<file path="src/rtl/stream_mem_pkg.sv">
// Shared types and helpers for stream_mem: burst FSM states, host RW encoding, parity.
package stream_mem_pkg;

   typedef enum logic [1:0] {
      IDLE   = 2'd0,
      STREAM = 2'd1,
      DONE   = 2'd2
   } burst_state_t;

   localparam logic RW_READ  = 1'b0;
   localparam logic RW_WRITE = 1'b1;

   // Even-parity bit: the XOR of all data bits, so the stored word XORs to zero.
   function automatic logic even_parity(input logic [63:0] v);
      return ^v;
   endfunction

endpackage

</file>
<file path="src/rtl/stream_mem_if.sv">
// Host and streaming bus of stream_mem; master drives requests, slave is the memory.
interface stream_mem_if #(
   parameter int word_size    = 8,
   parameter int address_bits = 8
);
   logic                    enable;
   logic                    RW;
   logic [address_bits-1:0] add;
   logic [word_size-1:0]    data_w;
   logic [word_size-1:0]    data_r;
   logic                    rd_valid;
   logic                    host_err;
   logic                    burst_start;
   logic [address_bits-1:0] burst_base;
   logic [address_bits:0]   burst_len;
   logic [word_size-1:0]    s_data;
   logic                    s_valid;
   logic                    s_ready;
   logic                    s_last;
   logic                    busy;
   logic                    done;
   logic                    par_err;

   modport master (
      output enable, RW, add, data_w, burst_start, burst_base, burst_len, s_ready,
      input  data_r, rd_valid, host_err, s_data, s_valid, s_last, busy, done, par_err
   );

   modport slave (
      input  enable, RW, add, data_w, burst_start, burst_base, burst_len, s_ready,
      output data_r, rd_valid, host_err, s_data, s_valid, s_last, busy, done, par_err
   );
endinterface

</file>
<file path="src/rtl/stream_mem_burst_ctrl.sv">
// Burst engine: walks a wrap-around address range and presents one word per handshake.
//
// state  | meaning
// IDLE   | waiting for burst_start, host port owns the array
// STREAM | s_valid asserted, advancing ptr on every handshake
// DONE   | one-cycle done pulse, then back to IDLE
module stream_mem_burst_ctrl
   import stream_mem_pkg::*;
#(
   parameter int word_size    = 8,
   parameter int address_bits = 8,
   parameter int mem_size     = 2**address_bits
) (
   input  logic                    clk,
   input  logic                    rst_n,
   input  logic                    burst_start,
   input  logic [address_bits-1:0] burst_base,
   input  logic [address_bits:0]   burst_len,
   input  logic                    s_ready,
   input  logic [word_size-1:0]    rd_word,
   output logic [address_bits-1:0] rd_addr,
   output logic                    s_load,
   output logic                    idle,
   output logic [word_size-1:0]    s_data,
   output logic                    s_valid,
   output logic                    s_last,
   output logic                    busy,
   output logic                    done
);

   localparam logic [address_bits-1:0] last_addr = address_bits'(mem_size - 1);

   burst_state_t            state_q, state_d;
   logic [address_bits-1:0] ptr_q, ptr_d, next_ptr;
   logic [address_bits:0]   rem_q, rem_d;
   logic [word_size-1:0]    s_data_q, s_data_d;
   logic                    s_valid_q, s_valid_d;
   logic                    busy_q, busy_d;
   logic                    done_q, done_d;

   assign next_ptr = (ptr_q == last_addr) ? '0 : ptr_q + 1'b1;

   always_comb begin
      state_d   = state_q;
      ptr_d     = ptr_q;
      rem_d     = rem_q;
      s_data_d  = s_data_q;
      s_valid_d = s_valid_q;
      busy_d    = busy_q;
      done_d    = 1'b0;
      s_load    = 1'b0;
      rd_addr   = burst_base;
      case (state_q)
         IDLE: begin
            if (burst_start) begin
               if (burst_len != '0) begin
                  s_load    = 1'b1;
                  s_data_d  = rd_word;
                  s_valid_d = 1'b1;
                  ptr_d     = burst_base;
                  rem_d     = burst_len - 1'b1;
                  busy_d    = 1'b1;
                  state_d   = STREAM;
               end else begin
                  done_d  = 1'b1;
                  state_d = DONE;
               end
            end
         end
         STREAM: begin
            rd_addr = next_ptr;
            if (s_valid_q && s_ready) begin
               if (rem_q != '0) begin
                  s_load   = 1'b1;
                  s_data_d = rd_word;
                  ptr_d    = next_ptr;
                  rem_d    = rem_q - 1'b1;
               end else begin
                  s_valid_d = 1'b0;
                  busy_d    = 1'b0;
                  done_d    = 1'b1;
                  state_d   = DONE;
               end
            end
         end
         DONE: begin
            rd_addr = ptr_q;
            state_d = IDLE;
         end
         default: state_d = IDLE;
      endcase
   end

   always_ff @(posedge clk) begin
      if (!rst_n) begin
         state_q   <= IDLE;
         ptr_q     <= '0;
         rem_q     <= '0;
         s_data_q  <= '0;
         s_valid_q <= 1'b0;
         busy_q    <= 1'b0;
         done_q    <= 1'b0;
      end else begin
         state_q   <= state_d;
         ptr_q     <= ptr_d;
         rem_q     <= rem_d;
         s_data_q  <= s_data_d;
         s_valid_q <= s_valid_d;
         busy_q    <= busy_d;
         done_q    <= done_d;
      end
   end

   assign idle    = (state_q == IDLE);
   assign s_data  = s_data_q;
   assign s_valid = s_valid_q;
   assign s_last  = s_valid_q && (rem_q == '0);
   assign busy    = busy_q;
   assign done    = done_q;

endmodule

</file>
<file path="src/rtl/stream_mem.sv">
// Single-port RW store with a host port and a streaming burst read-out path.
// Optional even parity per word when STREAM_MEM_PARITY_EN is defined.
module stream_mem
   import stream_mem_pkg::*;
#(
   parameter int word_size    = 8,
   parameter int address_bits = 8,
   parameter int mem_size     = 2**address_bits
) (
   input logic         clk,
   input logic         rst_n,
   stream_mem_if.slave bus
);

`ifdef STREAM_MEM_PARITY_EN
   localparam int arr_w = word_size + 1;
`else
   localparam int arr_w = word_size;
`endif

   localparam logic [address_bits:0] mem_lim = (address_bits+1)'(mem_size);

   logic [arr_w-1:0]        flash [mem_size];
   logic [arr_w-1:0]        wr_word, host_word, strm_word;
   logic [address_bits-1:0] rd_addr;
   logic                    burst_idle, s_load;
   logic                    add_ok, strm_ok, host_accept, we;
   logic                    host_bad, strm_bad;

   logic [word_size-1:0]    data_r_q, data_r_d;
   logic                    rd_valid_q, rd_valid_d;
   logic                    host_err_q, host_err_d;
   logic                    par_err_q, par_err_d;

   assign add_ok    = {1'b0, bus.add} < mem_lim;
   assign strm_ok   = {1'b0, rd_addr} < mem_lim;
   assign host_word = add_ok  ? flash[bus.add] : '0;
   assign strm_word = strm_ok ? flash[rd_addr] : '0;

   // A burst_start accepted this cycle takes priority over any host access.
   assign host_accept = bus.enable && burst_idle && !bus.burst_start;
   assign we          = host_accept && (bus.RW == RW_WRITE) && add_ok;

`ifdef STREAM_MEM_PARITY_EN
   assign wr_word  = {even_parity(64'(bus.data_w)), bus.data_w};
   assign host_bad = add_ok  && (^host_word);
   assign strm_bad = strm_ok && (^strm_word);
`else
   assign wr_word  = bus.data_w;
   assign host_bad = 1'b0;
   assign strm_bad = 1'b0;
`endif

   always_comb begin
      rd_valid_d = host_accept && (bus.RW == RW_READ);
      data_r_d   = rd_valid_d ? host_word[word_size-1:0] : data_r_q;
      host_err_d = bus.enable && (!host_accept || !add_ok);
      par_err_d  = (rd_valid_d && host_bad) || (s_load && strm_bad);
   end

   always_ff @(posedge clk) begin
      if (we) flash[bus.add] <= wr_word;
   end

   always_ff @(posedge clk) begin
      if (!rst_n) begin
         data_r_q   <= '0;
         rd_valid_q <= 1'b0;
         host_err_q <= 1'b0;
         par_err_q  <= 1'b0;
      end else begin
         data_r_q   <= data_r_d;
         rd_valid_q <= rd_valid_d;
         host_err_q <= host_err_d;
         par_err_q  <= par_err_d;
      end
   end

   stream_mem_burst_ctrl #(
      .word_size    (word_size),
      .address_bits (address_bits),
      .mem_size     (mem_size)
   ) u_burst_ctrl (
      .clk         (clk),
      .rst_n       (rst_n),
      .burst_start (bus.burst_start),
      .burst_base  (bus.burst_base),
      .burst_len   (bus.burst_len),
      .s_ready     (bus.s_ready),
      .rd_word     (strm_word[word_size-1:0]),
      .rd_addr     (rd_addr),
      .s_load      (s_load),
      .idle        (burst_idle),
      .s_data      (bus.s_data),
      .s_valid     (bus.s_valid),
      .s_last      (bus.s_last),
      .busy        (bus.busy),
      .done        (bus.done)
   );

   assign bus.data_r   = data_r_q;
   assign bus.rd_valid = rd_valid_q;
   assign bus.host_err = host_err_q;
   assign bus.par_err  = par_err_q;

endmodule
</file>
<file path="src/flat_wrapper.sv">
// flat-port wrapper written by rule: the top's interface ports become plain ports
module stream_mem_flat import stream_mem_pkg::*;
#(
   parameter int word_size    = 8,
   parameter int address_bits = 8,
   parameter int mem_size     = 2**address_bits
)
  (clk, rst_n, bus_enable, bus_RW, bus_add, bus_data_w, bus_burst_start, bus_burst_base, bus_burst_len, bus_s_ready, bus_data_r, bus_rd_valid, bus_host_err, bus_s_data, bus_s_valid, bus_s_last, bus_busy, bus_done, bus_par_err);
  stream_mem_if #(.word_size(word_size), .address_bits(address_bits)) bus_i ();
  input logic clk;
  input logic rst_n;
  input wire logic [$bits(bus_i.enable)-1:0] bus_enable;
  input wire logic [$bits(bus_i.RW)-1:0] bus_RW;
  input wire logic [$bits(bus_i.add)-1:0] bus_add;
  input wire logic [$bits(bus_i.data_w)-1:0] bus_data_w;
  input wire logic [$bits(bus_i.burst_start)-1:0] bus_burst_start;
  input wire logic [$bits(bus_i.burst_base)-1:0] bus_burst_base;
  input wire logic [$bits(bus_i.burst_len)-1:0] bus_burst_len;
  input wire logic [$bits(bus_i.s_ready)-1:0] bus_s_ready;
  output wire logic [$bits(bus_i.data_r)-1:0] bus_data_r;
  output wire logic [$bits(bus_i.rd_valid)-1:0] bus_rd_valid;
  output wire logic [$bits(bus_i.host_err)-1:0] bus_host_err;
  output wire logic [$bits(bus_i.s_data)-1:0] bus_s_data;
  output wire logic [$bits(bus_i.s_valid)-1:0] bus_s_valid;
  output wire logic [$bits(bus_i.s_last)-1:0] bus_s_last;
  output wire logic [$bits(bus_i.busy)-1:0] bus_busy;
  output wire logic [$bits(bus_i.done)-1:0] bus_done;
  output wire logic [$bits(bus_i.par_err)-1:0] bus_par_err;
  assign bus_i.enable = bus_enable;
  assign bus_i.RW = bus_RW;
  assign bus_i.add = bus_add;
  assign bus_i.data_w = bus_data_w;
  assign bus_i.burst_start = bus_burst_start;
  assign bus_i.burst_base = bus_burst_base;
  assign bus_i.burst_len = bus_burst_len;
  assign bus_i.s_ready = bus_s_ready;
  assign bus_data_r = bus_i.data_r;
  assign bus_rd_valid = bus_i.rd_valid;
  assign bus_host_err = bus_i.host_err;
  assign bus_s_data = bus_i.s_data;
  assign bus_s_valid = bus_i.s_valid;
  assign bus_s_last = bus_i.s_last;
  assign bus_busy = bus_i.busy;
  assign bus_done = bus_i.done;
  assign bus_par_err = bus_i.par_err;
  stream_mem #(.word_size(word_size), .address_bits(address_bits), .mem_size(mem_size)) u_core (.clk(clk), .rst_n(rst_n), .bus(bus_i));
endmodule
</file>
<file path="config.mk">
export PLATFORM = sky130hd
export DESIGN_NAME = stream_mem_flat
export DESIGN_NICKNAME = d
export VERILOG_FILES = /design/src/rtl/stream_mem_pkg.sv /design/src/rtl/stream_mem_if.sv /design/src/rtl/stream_mem_burst_ctrl.sv /design/src/rtl/stream_mem.sv /design/src/flat_wrapper.sv
export SDC_FILE = /design/constraint.sdc
export NUM_CORES = 2
export LEC_CHECK = 0
export CORE_MARGIN = 8
export CORE_UTILIZATION = 28
export CTS_BUF_LIST = sky130_fd_sc_hd__clkbuf_4 sky130_fd_sc_hd__clkbuf_8
export DETAILED_ROUTE_END_ITERATION = 10
export SETUP_SLACK_MARGIN = 0.4
export SLEW_MARGIN = 25
export SYNTH_ARGS = -nofsm -noshare
export SYNTH_HDL_FRONTEND = slang
export SYNTH_SLANG_ARGS = --single-unit
</file>
<file path="constraint.sdc">
create_clock -name clk -period 4 [get_ports clk]
set_input_delay 0.4 -clock clk [delete_from_list [all_inputs] [get_ports clk]]
set_output_delay 0.4 -clock clk [all_outputs]
set_load 0.005 [all_outputs]
</file>
### Word level (Yosys, flattened, before mapping)

Memory sizes are Yosys's and may differ from the RTL's. A register that Yosys moved wholly into a read port is not among the register bits.
Cells that the tools add are included.

* bits in registers: 31
* memory bits (writable): 2048
* bits of input ports: 39
* bits in latches: 0
* output and inout bits: 23
* memories: 1
* bits in read-only memories: 0

* magnitude comparators: 0
* bitwise logic cells: 1
* reductions and logical operators: 18
* eq/ne operators: 8
* shift-type cells: 0
* div/mod/pow operators: 0
* multipliers: 0
* $add $sub $neg: 3
* multiplexer cells: 34

Memories
* u_core.flash: depth 256, width 8, read ports 2, clocked after memory_dff 1, write ports 1, RTL line stream_mem.sv:23 `logic [arr_w-1:0] flash [mem_size];`

Operator list (count)
* 8-bit 2-to-1 mux: 9
* 8-bit case mux with 2 select lines: 3
* 9-bit 2-to-1 mux: 4
* 9-bit case mux with 2 select lines: 1
* 9-bit nonzero test: 2
* 9-bit by 1-bit subtractor with 9-bit output (second input constant): 2
* 1-bit 2-to-1 mux: 10
* 2-bit inequality test (second input constant): 5
* 5-bit AND reduction: 2
* 9-bit logical NOT: 1
* 8-bit by 1-bit adder with 8-bit output (second input constant): 1
* 8-bit == test (second input constant): 1
* 2-bit 2-to-1 mux: 4
* 1-bit logical AND: 7
* 1-bit case mux with 2 select lines: 2
* 2-bit case mux with 2 select lines: 1
* 1-bit logical NOT: 3
* 3-bit AND reduction: 1
* 2-bit by 1-bit == test with 1-bit output (second input constant): 1
* 2-bit == test (second input constant): 1
* 2-bit logical NOT: 1
* 2-bit nonzero test: 1
* 1-bit inverter: 1

### Logic depth before layout (Yosys ltp)

An unclocked memory read counts as a cell.

* word-level depth: 7
* mapped depth: 18
* depth with buffers taken out: 12

### Modules after synthesis

From an unflattened synthesis, not the netlist that was laid out.

* cell total of the unflattened synthesis: 5246
* area total of the unflattened synthesis: 99156.3 sq um

Modules (own cells, without submodules)
* stream_mem: instances 1, cells an instance 4978, area an instance 97066.8 sq um, sequential area each 61699.2 sq um
* stream_mem_burst_ctrl: instances 1, cells an instance 268, area an instance 2089.5 sq um, sequential area each 580.6 sq um

### Worst setup path before layout

Ideal clock, no wire load.

* path kind: in2reg
* start: input port bus_add[2]
* end: memory u_core.flash[255][0] (netlist name), enable pin
* arrival: 3.028 ns
* path buffers: 4
* stages on the path: 8
* slack: 0.588 ns
* setup time: 0.383 ns
* cells stage by stage: buf_2 > buf_1 > buf_2 > clkbuf_1 > nand4_1 > inv_1 > nand2_1 > nor3_1

RTL lines
* start, declared: RTL line flat_wrapper.sv:14 `input wire logic [$bits(bus_i.add)-1:0] bus_add;`
* end, declared: RTL line stream_mem.sv:23

Straight into the memory's write port.

### Worst setup path in the final report

* start: register u_core.u_burst_ctrl.state_q[0]
* end: register u_core.u_burst_ctrl.s_data_q[5] (netlist: u_core.u_burst_ctrl.s_data[5])

* cells in the longest elaborated chain, start to end: 6
* elaborated cells between the ends (all ways): 16
* those cells by class: eq/ne: 6; mux: 6; reduce/logical: 3; memory: 1

Ends and longest elaborated chain
* start, declared: RTL line stream_mem_burst_ctrl.sv:33 `burst_state_t state_q, state_d;`
* start signal, assigned: RTL line stream_mem_burst_ctrl.sv:104 `state_q <= state_d;`
* 2-bit == test or 2-bit by 1-bit == test with 1-bit output (tied branches): RTL line stream_mem_burst_ctrl.sv:53 `case (state_q)`
* 8-bit case mux with 2 select lines: RTL line stream_mem_burst_ctrl.sv:53
* memory read 256 x 8 bit
* 8-bit 2-to-1 mux, on equally long branches: RTL line stream_mem_burst_ctrl.sv:73, stream_mem_burst_ctrl.sv:56
* 8-bit 2-to-1 mux, on equally long branches: RTL line stream_mem_burst_ctrl.sv:72, stream_mem_burst_ctrl.sv:55
* 8-bit case mux with 2 select lines: RTL line stream_mem_burst_ctrl.sv:53
* end signal, assigned: RTL line stream_mem_burst_ctrl.sv:107 `s_data_q <= s_data_d;`
* end, declared: RTL line stream_mem_burst_ctrl.sv:36 `logic [word_size-1:0] s_data_q, s_data_d;`

Parallel ways exist; a longest one is shown, timed or not. The select of a mux whose other input is x is not followed.
A chain may end at the register's enable or synchronous reset.

==> impl_metrics.py <==
metrics = {
    "run_status": {
        "outcome": "finished, violations left",
        "violations": "negative hold slack",
    },
    "pwr": {
        "p_sw_mw": 35.7,
        "max-vdd-ir-drop_mv": 0.588,
        "internal-power_mw": 52.8,
        "total_power_mw": 88.5,
        "pwr-share-clk": 0.226,
        "p_per_area_nw_per_um2": 699,
        "comb_power_share": 0.499,
        "switching_share": 0.404,
        "p_leak_nw": 42.6,
        "p_seq_frac": 0.275,
    },
    "floorplanning": {
        "io_pins": 62,
        "die_y_um": 620,
        "dieWidth_um": 620,
        "core-area_um2": 365000,
        "start_util": 0.281,
        "rows": 222,
        "die-area_um2": 385000,
    },
    "finish": {
        "final_nets": 7752,
        "stdcell_count": 12824,
        "multi_input_area_um2": 38600,
        "layout_common_cells": "edfxtp_1, buf_4, mux4_2, nand2_1, nor2_1",
        "fill_cells": 34690,
        "drive_above_1_share": 0.356,
        "register_area_um2": 62300,
        "area_delta_synth_final_pct": 23.7,
        "final_core_util": 0.347,
        "final_common_cell": "edfxtp_1",
    },
    "placed_design": {
        "io_buffers": 60,
        "place_inst": 12007,
        "gp_congestion": 0.981,
        "hpwlAfterDp_um": 273000,
    },
    "critical_path": {
        "cpMaxStageDelayCell": "and4b_2",
        "crit_chain": "inv_6, ha_4, buf_8, nand3_4, and2_2, nand2_8, buf_16, buf_12, bufbuf_16, a21oi_4, o21ai_2, o22ai_1, o21bai_1, and4b_2, a221o_1",
        "crit_type": "reg -> reg",
        "start_kind": "flop",
        "rrSetupSlack_ps": 210,
        "worstPathRequired_ps": 5040,
        "endpoint_kind": "flop",
        "critPathMaxFanout": 10,
        "crit_family": "compound AO/OA/AOI/OAI gates",
        "worstPathArrival_ps": 4840,
        "path_buf_inv": 5,
        "startpoint": "u_core.u_burst_ctrl.state_q[0]",
        "worstReg2RegStart": "u_core.u_burst_ctrl.state_q[0]",
        "critPathMaxStageDelay_ps": 470,
    },
    "grt": {
        "grt-ovfl-total": 0,
        "antenna_found_initial": 34,
        "grt_pass1_vias": 72188,
        "grt_usage": 0.200,
        "grt_max_degree": 119,
        "grt_pass1_wl_um": 555000,
    },
    "synthesis": {
        "ys.warnings.count": 0,
        "synth_area_leaders": "edfxtp_1, mux4_2, mux2i_1, nand2_1, nor2_1",
        "synth_cell_types": 82,
        "syn_avg_cell_area_um2": 15.4,
        "yosysTopAreaCellShare": 0.601,
        "syn_inst": 6623,
        "synth_edf_count": 2048,
        "netlist_area_um2": 102000,
        "yosys_most_used_dff": "edfxtp_1",
        "syn_nets": 6667,
        "synthArstFlopShare": 0,
        "ys_seq_area_frac": 0.609,
        "synth_top_area_cell": "edfxtp_1",
        "ys_seq_elements": 2087,
    },
    "detailed_routing": {
        "drcViolationCount": 0,
        "vias_per_cell": 5.79,
        "drtIter0Drc": 10796,
        "vias": 74192,
        "wire_per_inst_um": 31.4,
        "firstDrtPassIters": 9,
        "final_antenna_net_count": 0,
        "wl_um": 403000,
    },
    "sta": {
        "tightest_slew_ps": 1140,
        "finalSetupTns_ps": 0,
        "hold_violations": 3,
        "max_freq_mhz": 264,
        "period_minus_slack_ps": 3790,
        "rsz0062_at_grt": "true",
        "fin_crit_sh": 0.948,
        "hold_slack_ps": -14.3,
        "clock-skew-final_ps": 94.6,
        "setup_viol": 0,
        "slew_viol_final": 0,
        "slew_headroom": 0.241,
    },
    "clock_network": {
        "clk-insertion-delay-late_ps": 1100,
        "clk_pin_slew_ps": 60,
        "cts_buffer_depth": 4,
        "cts_tree": "built",
        "clock-sinks": 2087,
        "clock-root-buffer": "clkbuf_8",
        "htree_levels": 5,
        "numCtsBuffers": 376,
    },
    "job": {
        "max_cap_violations": 0,
    },
    "hold_path": {
        "hold_class": "in -> reg",
        "min_from": "bus_data_w[6]",
    },
}
-- flip-flops by register name, summed over array words and instances, names as in the netlist --
| signal | cells |
|---|---|
| u_core.flash | 2048 |
| u_core.u_burst_ctrl.rem_q | 9 |
| u_core.bus.data_r | 8 |
| u_core.u_burst_ctrl.ptr_q | 8 |
| u_core.u_burst_ctrl.s_data | 8 |
| u_core.u_burst_ctrl.state_q | 2 |
| u_core.bus.host_err | 1 |
| u_core.bus.rd_valid | 1 |
| u_core.u_burst_ctrl.busy | 1 |
| u_core.u_burst_ctrl.done | 1 |
-- cells in the mapped netlist, drive strengths merged, types with 14 or more instances --
master	count
o221ai	83
a21oi	335
and3	21
nand2	675
buf	339
nand3	125
o211ai	29
o41ai	14
nand4	17
mux2i	442
nor3	95
edfxtp	2048
mux2	20
a221oi	126
nand2b	16
dfxtp	39
a211oi	56
clkbuf	211
inv	18
nor4	97
nor2	464
nor2b	24
mux4	799
a221o	33
a31oi	39
o21ai	181
a22oi	45
and2	14
o22ai	73
-- logic make-up after synthesis --
logic type               share of synthesized area
buffers and inverters                       0.0289
AO/OA/AOI/OAI                               0.0738
multiplexers                                 0.221
other                                    0.0000367
adder cells (fa/ha/maj)                   0.000611
flip-flops                                   0.609
AND/OR/NAND/NOR                             0.0666
-- worst paths after layout --
kind	end	cells after the start
min	u_core.flash[174][6]	1
max reg2reg	u_core.u_burst_ctrl.s_data[5]	15
max	u_core.u_burst_ctrl.s_data[5]	15
min reg2reg	u_core.u_burst_ctrl.rem_q[1]	1
-- per-layer routing --
layer	wire [µm]	GRT usage
met2	178000	0.303
met4	24600	0.106
met5	184	0
met3	48800	0.0537
met1	151000	0.261
-- timing repair --
item,in CTS,in global routing
gates cloned,12,7
endpoints found under the setup margin,8,8
resized for setup,244,127
endpoints found under the hold margin,168,0
pin swaps,61,45
buffers inserted,73,39
hold buffers,8,0
-- power by group through the flow --
stage | registers, mW | logic, mW | clock network, mW
after floorplan | 24.7 | 18.2 | 0
after global placement | 24.8 | 36.5 | 0
after detailed placement | 24.8 | 36.7 | 0
after CTS | 24.4 | 40.7 | 20.2
after global routing | 24.4 | 45.2 | 21.0
final | 24.4 | 44.2 | 20.0
-- final cells by class --
class	count	area share
diodes	18	0.000356
clock buffers	501	0.0491
clock inverters	159	0.00808
inverters	18	0.000593
multi-input cells	3968	0.305
flip-flops and latches	2087	0.492
well taps	4816	0.0476
repair buffers	1257	0.0969
-- metrics by stage --
stage | setup slack (ps) | area [µm²]
floorplan | 588 | 102000
global placement | -1320 | 116000
detailed placement | -623 | 116000
CTS | 344 | 125000
global route | 198 | 127000
finish | 209 | 127000
Power figures use the tool's default switching activity.
